## config.mk

```make
export PLATFORM = sky130hd
export DESIGN_NAME = cpu_mem_responder
export DESIGN_NICKNAME = d
export VERILOG_FILES = /design/src/rtl/cpu_mem_responder.sv
export SDC_FILE = /design/constraint.sdc
export NUM_CORES = 1
export LEC_CHECK = 0
export BUFFER_PORTS_ARGS = -buffer_cell sky130_fd_sc_hd__buf_2
export CAP_MARGIN = 5
export CELL_PAD_IN_SITES_DETAIL_PLACEMENT = 1
export CELL_PAD_IN_SITES_GLOBAL_PLACEMENT = 1
export CORE_MARGIN = 2
export CORE_UTILIZATION = 47
export DETAILED_ROUTE_END_ITERATION = 7
export HOLD_SLACK_MARGIN = 0.08
export PLACE_DENSITY_LB_ADDON = 0.1
export SYNTH_ARGS = -nofsm -noshare
export SYNTH_HDL_FRONTEND = slang
export SYNTH_SLANG_ARGS = --single-unit
```

## constraint.sdc

```tcl
create_clock -name clk -period 2.54 [get_ports clk]
set_input_delay 0.127 -clock clk [delete_from_list [all_inputs] [get_ports clk]]
set_output_delay 0.127 -clock clk [all_outputs]
set_load 0.03 [all_outputs]
```

## src/rtl/cpu_mem_responder.sv

```systemverilog
// Unified 32x8 program/data store answering CPU fetch/read/write strobes
// after WAIT_CYCLES wait states, with a backdoor preload port.
module cpu_mem_responder #(
  parameter int unsigned AW          = 5,
  parameter int unsigned DW          = 8,
  parameter int unsigned WAIT_CYCLES = 0
) (
  input  logic          clk,
  input  logic          rst,
  input  logic          memIns_en,
  input  logic [AW-1:0] ins_addr,
  input  logic          memDa_en,
  input  logic          memDa_we,
  input  logic [AW-1:0] da_addr,
  input  logic [DW-1:0] wr_data,
  input  logic          load_we,
  input  logic [AW-1:0] load_addr,
  input  logic [DW-1:0] load_data,
  output logic [DW-1:0] ins_data,
  output logic [DW-1:0] da_data,
  output logic          ready,
  output logic          busy,
  output logic          overrun
);

  localparam int unsigned CW    = 4;
  localparam int unsigned DEPTH = 1 << AW;

  typedef enum logic [1:0] {S_IDLE, S_WAIT, S_DONE} state_t;
  typedef enum logic [1:0] {K_FETCH, K_WRITE, K_READ} kind_t;

  state_t        r_state;
  state_t        w_state_nx;
  kind_t         r_kind;
  kind_t         w_req_kind;
  kind_t         w_kind_cur;
  logic [AW-1:0] r_addr;
  logic [AW-1:0] w_req_addr;
  logic [AW-1:0] w_addr_cur;
  logic [DW-1:0] r_wdata;
  logic [CW-1:0] r_cnt;
  logic [DW-1:0] r_mem [DEPTH];

  logic          r_ready;
  logic          r_busy;
  logic          r_overrun;
  logic [DW-1:0] r_ins_data;
  logic [DW-1:0] r_da_data;

  logic w_fetch;
  logic w_write;
  logic w_read;
  logic w_any;
  logic w_ovr_set;
  logic w_commit;
  logic w_enter_done;

  assign w_fetch = memIns_en;
  assign w_write = memDa_we;
  assign w_read  = memDa_en & ~memDa_we;
  assign w_any   = w_fetch | w_write | w_read;

  // State register
  always_ff @(posedge clk) begin
    if (rst) r_state <= S_IDLE;
    else     r_state <= w_state_nx;
  end

  // Next-state logic
  always_comb begin
    w_state_nx = r_state;
    case (r_state)
      S_IDLE:  if (w_any) w_state_nx = (WAIT_CYCLES > 0) ? S_WAIT : S_DONE;
      S_WAIT:  if (r_cnt == CW'(1)) w_state_nx = S_DONE;
      S_DONE:  w_state_nx = S_IDLE;
      default: w_state_nx = S_IDLE;
    endcase
  end

  // Output/control decode; IDLE uses the incoming winner so zero-wait accesses work
  always_comb begin
    w_req_kind = K_READ;
    w_req_addr = da_addr;
    if (w_fetch) begin
      w_req_kind = K_FETCH;
      w_req_addr = ins_addr;
    end else if (w_write) begin
      w_req_kind = K_WRITE;
    end
    w_kind_cur   = (r_state == S_IDLE) ? w_req_kind : r_kind;
    w_addr_cur   = (r_state == S_IDLE) ? w_req_addr : r_addr;
    w_enter_done = (w_state_nx == S_DONE);
    w_ovr_set    = (r_state == S_IDLE) ? (w_fetch & (w_write | w_read))
                                       : (memIns_en | memDa_en | memDa_we);
    w_commit     = (r_state == S_DONE) && (r_kind == K_WRITE);
  end

  // Request latch, wait counter and registered outputs
  always_ff @(posedge clk) begin
    if (rst) begin
      r_kind     <= K_FETCH;
      r_addr     <= '0;
      r_wdata    <= '0;
      r_cnt      <= '0;
      r_ready    <= 1'b0;
      r_busy     <= 1'b0;
      r_overrun  <= 1'b0;
      r_ins_data <= '0;
      r_da_data  <= '0;
    end else begin
      r_ready <= w_enter_done;
      r_busy  <= (w_state_nx != S_IDLE);
      if (w_ovr_set) r_overrun <= 1'b1;
      if (r_state == S_IDLE && w_any) begin
        r_kind  <= w_req_kind;
        r_addr  <= w_req_addr;
        r_wdata <= wr_data;
        r_cnt   <= CW'(WAIT_CYCLES);
      end else if (r_state == S_WAIT) begin
        r_cnt <= r_cnt - CW'(1);
      end
      if (w_enter_done && w_kind_cur == K_FETCH) r_ins_data <= r_mem[w_addr_cur];
      if (w_enter_done && w_kind_cur == K_READ)  r_da_data  <= r_mem[w_addr_cur];
    end
  end

  // Storage: CPU write commits at the end of DONE; backdoor issued later so it wins
  always_ff @(posedge clk) begin
    if (!rst && w_commit) r_mem[r_addr] <= r_wdata;
    if (load_we)          r_mem[load_addr] <= load_data;
  end

  assign ready    = r_ready;
  assign busy     = r_busy;
  assign overrun  = r_overrun;
  assign ins_data = r_ins_data;
  assign da_data  = r_da_data;

endmodule

```

==> impl_metrics.csv <==
group,metric,value,unit
cts,clkTransAtPathRegs,0.06,ns
synth,avgSynthCellArea,11.73,um2
grt,overflow,0,
setup_path,end_kind,"register",
sta,fmax,383.5,MHz
floorplanning,fp.dieArea,37570,um2
floorplanning,core_region_area,35570,um2
pwr,ir_drop,0.4779,mV
floorplanning,die_h,193.8,um
grt,antenna_found_initial,3,
floorplanning,pin_count,56,
final_layout,n_fill_cell,3578,
pwr,switchingPower,3.975,mW
sta,min_period,2.607,ns
placement,placed_area,18830,um2
pwr,internal_power,9.633,mW
synth,yosysWarnings,0,
cts,clock-sinks,296,
cts,cts.root.buffer_cell,"clkbuf_16",
final_layout,final_util,59.96,%
setup_path,path_class,"register to register",
floorplanning,num_rows,69,
sta,hold_violations,0,
final_layout,layout-drive-gt1-share,40.92,%
floorplanning,die_w,193.8,um
synth,yosys.area_share.simple,8.083,%
sta,setup_viol,7,
cts,h-tree-depth,2,
setup_path,endpoint,"da_data[7]$_SDFFE_PP0P_",
synth,synthAdderAreaFrac,0.1478,%
pwr,power_frac_clock,36.9,%
synth,ys.flop_type,"edfxtp_1",
sta,finClkSkew,0.01917,ns
final_layout,fin_area,21330,um2
setup_path,crit_start,"r_state[0]$_SDFF_PP0_",
routing,post-route-drc-count,0,
setup_path,rr_startpoint,"r_state[0]$_SDFF_PP0_",
routing,dr_total_vias,14340,
setup_path,required,3.00,ns
setup_path,rrSetupSlack,-0.07,ns
placement,dpl_worst_slack,-0.1826,ns
status,status,"finished, violations left",
routing,dr.pass1.iters,5,
routing,ant_nets,0,
setup_path,crit_arrival,3.07,ns
cts,cts_buffer_depth,3,
final_layout,nets,1671,
grt,gr-usage-all-layers,33.96,%
grt,grt_pass1_wl,95210,um
flow_run,max_cap_violations,0,
synth,ys_seq_area_share,50.12,%
placement,dpl.hpwl,39600,um
pwr,leakage,7.581,nW
sta,rsz0062_at_grt,"yes",
grt,first_global_vias,14380,
cts,clkLatencyLatePin,0.56,ns
status,violations,"setup timing",
routing,drtIter0Drc,1518,
synth,netlist_instances,1444,
floorplanning,initial_core_util,47.61,%
sta,worstMarginPinSlew,1.053,ns
synth,synthXorXnorAreaFrac,0.1552,%
final_layout,synthToLayoutAreaGrowth,25.94,%
setup_path,rr_worst_depth,11,
synth,synth_area,16930,um2
pwr,combPwrFrac,22.8,%
sta,worst_slack,-0.06738,ns
pwr,power_density,638.0,nW/um2
placement,placed_cells_incl_taps,1996,
final_layout,final_cells,2118,
setup_path,setup.worst_path.start_class,"register",
sta,drv_slew,0,
setup_path,crit_fanout,6,
final_layout,antenna_cells,0,
routing,drt-total-wl,69180,um
synth,syn-num-nets,1483,
cts,cts_tree,"done",
synth,synth_compound_area_share,15.80,%
synth,muxShareOfSynthArea,21.68,%
synth,ys_ff_latch,296,
sta,slew_headroom,29.82,%
pwr,pwr-share-seq,40.4,%
placement,io_buffers,55,
synth,synth_edf_count,256,
placement,gp_congestion,0.8952,
synth,async_flop_share,0,%
cts,cts-buffers-inserted,36,
grt,grt_max_degree,41,
routing,via_per_inst,6.769,
sta,post-route-period-util,102.7,%
routing,wl_per_cell,32.66,um
setup_path,r2r-end,"da_data[7]$_SDFFE_PP0P_",
synth,ys_types,48,
hold_path,hold_path.class,"primary input to register",
pwr,swShare,29.21,%
synth,synth_top_family_by_area,"multiplexers",
cell type report:
type / count / area, um2 / area share [%]
tap: 461 / 576.8 / 2.704
clock buffer: 53 / 996.0 / 4.670
multi-input combinational: 1000 / 8223 / 38.55
inverter: 2 / 7.507 / 0.03520
timing repair buffer: 296 / 2933 / 13.75
sequential: 296 / 8494 / 39.83
clock inverter: 10 / 97.59 / 0.4576
synth_stat cells, drive strengths merged, types with 2 or more instances:
cell	instances	area, um2
xnor2	2	17.52
a22oi	34	275.3
nor2b	61	381.6
mux2	257	2898
nor3b	6	45.04
nor4	2	12.51
nand2	114	437.9
dfxtp	40	800.8
or3b	2	17.52
nand3b	8	60.06
or3	2	12.51
a21oi	15	75.07
or2	3	21.27
buf	51	309.0
nand2b	3	18.77
nor3	7	35.03
o221ai	67	586.8
nand3	4	20.02
edfxtp	256	7687
nor2	49	183.9
or4	8	82.57
a211oi	80	650.6
o22ai	74	462.9
clkbuf	97	364.1
ha	2	25.02
inv	2	7.510
mux2i	76	773.2
o21ai	81	405.4
a31oi	30	187.7
o21a	2	15.01
and2	4	25.02
routing by layer:
layer  track usage (%)  share of wire [%]  vias up
met5                 0              0.059        -
met4             12.91                4.6        6
met3             7.340                9.2      192
met2             56.19                 48      756
met1             43.75                 38     7340
li1                  -                  -     6042
worst max-delay path, cell delays in order, from the launching register on:
cell	delay, ns
dfxtp_2	0.34
buf_4	0.13
nor2_4	0.05
buf_12	0.15
nand2_8	0.16
buf_16	0.16
buf_4	0.15
o22ai_1	0.09
o21ai_0	0.36
a31oi_1	0.23
or4_4	0.49
a211oi_2	0.20
power groups by stage:
stage               Sequential [mW]  Clock, mW  Combinational (mW)
global placement               5.58          0                2.43
floorplan                      5.61          0                1.39
detailed placement             5.59          0                2.48
finish                         5.49       5.02                3.10
global route                   5.49       5.23                3.20
CTS                            5.48       5.04                2.69
placed cells by master (no fill, tap or decap), types with 26 or more instances in the layout:
cell / instances
o21ai_1: 27
o21ai_0: 50
clkbuf_16: 50
nor2_1: 46
mux2_2: 256
nor2b_1: 60
o22ai_1: 73
mux2i_1: 74
buf_2: 55
a211oi_1: 63
nand2_1: 111
buf_12: 26
edfxtp_1: 256
o221ai_1: 53
buf_4: 157
dfxtp_1: 37
state kept, by name, summed over array words and instances, names as in the netlist:
| name | flops |
|---|---|
| da_data | 8 |
| ready | 1 |
| r_kind | 2 |
| busy | 1 |
| r_state | 2 |
| ins_data | 8 |
| r_mem | 256 |
| overrun | 1 |
| r_cnt | 4 |
| r_addr | 5 |
| r_wdata | 8 |
how the worst min path moves through the flow:
stage,startpoint,end,slack [ns],cells past startpoint
after floorplan,rst,r_cnt[1]$_SDFFE_PP0N_,0.22,1
after global placement,wr_data[7],r_wdata[7]$_SDFFE_PP0P_,0.37,3
after detailed placement,wr_data[0],r_wdata[0]$_SDFFE_PP0P_,0.38,3
after CTS,rst,ready$_SDFF_PP0_,0.15,3
after global routing,rst,overrun$_SDFFE_PP0P_,0.20,3
final,rst,ready$_SDFF_PP0_,0.17,3
cells by family after synthesis:
group	Yosys count
AND/OR/NAND/NOR	275
AO/OA/AOI/OAI	385
buffers and inverters	150
multiplexers	333
adder cells (fa/ha/maj)	2
XOR/XNOR	3
flip-flops	296
what timing repair did:
item,4_1_cts,5_1_grt
resized for setup,46,92
setup buffers,7,13
pin swaps,8,39
cloned,6,17
hold endpoints to repair,15,0
hold buffers,18,0
endpoints found under the setup margin,19,29
metrics by stage:
| step | hold WS (ns) | setup TNS, ns | total power, mW |
|---|---|---|---|
| floorplan | 0.2167 | 0 | 6.998 |
| global placement | 0.3733 | -0.9828 | 8.013 |
| detailed placement | 0.3817 | -1.588 | 8.065 |
| CTS | 0.1462 | -0.01995 | 13.21 |
| global route | 0.1954 | -1.149 | 13.93 |
| finish | 0.1667 | -0.2327 | 13.61 |
Note: power is estimated with default switching activity, not from simulation.
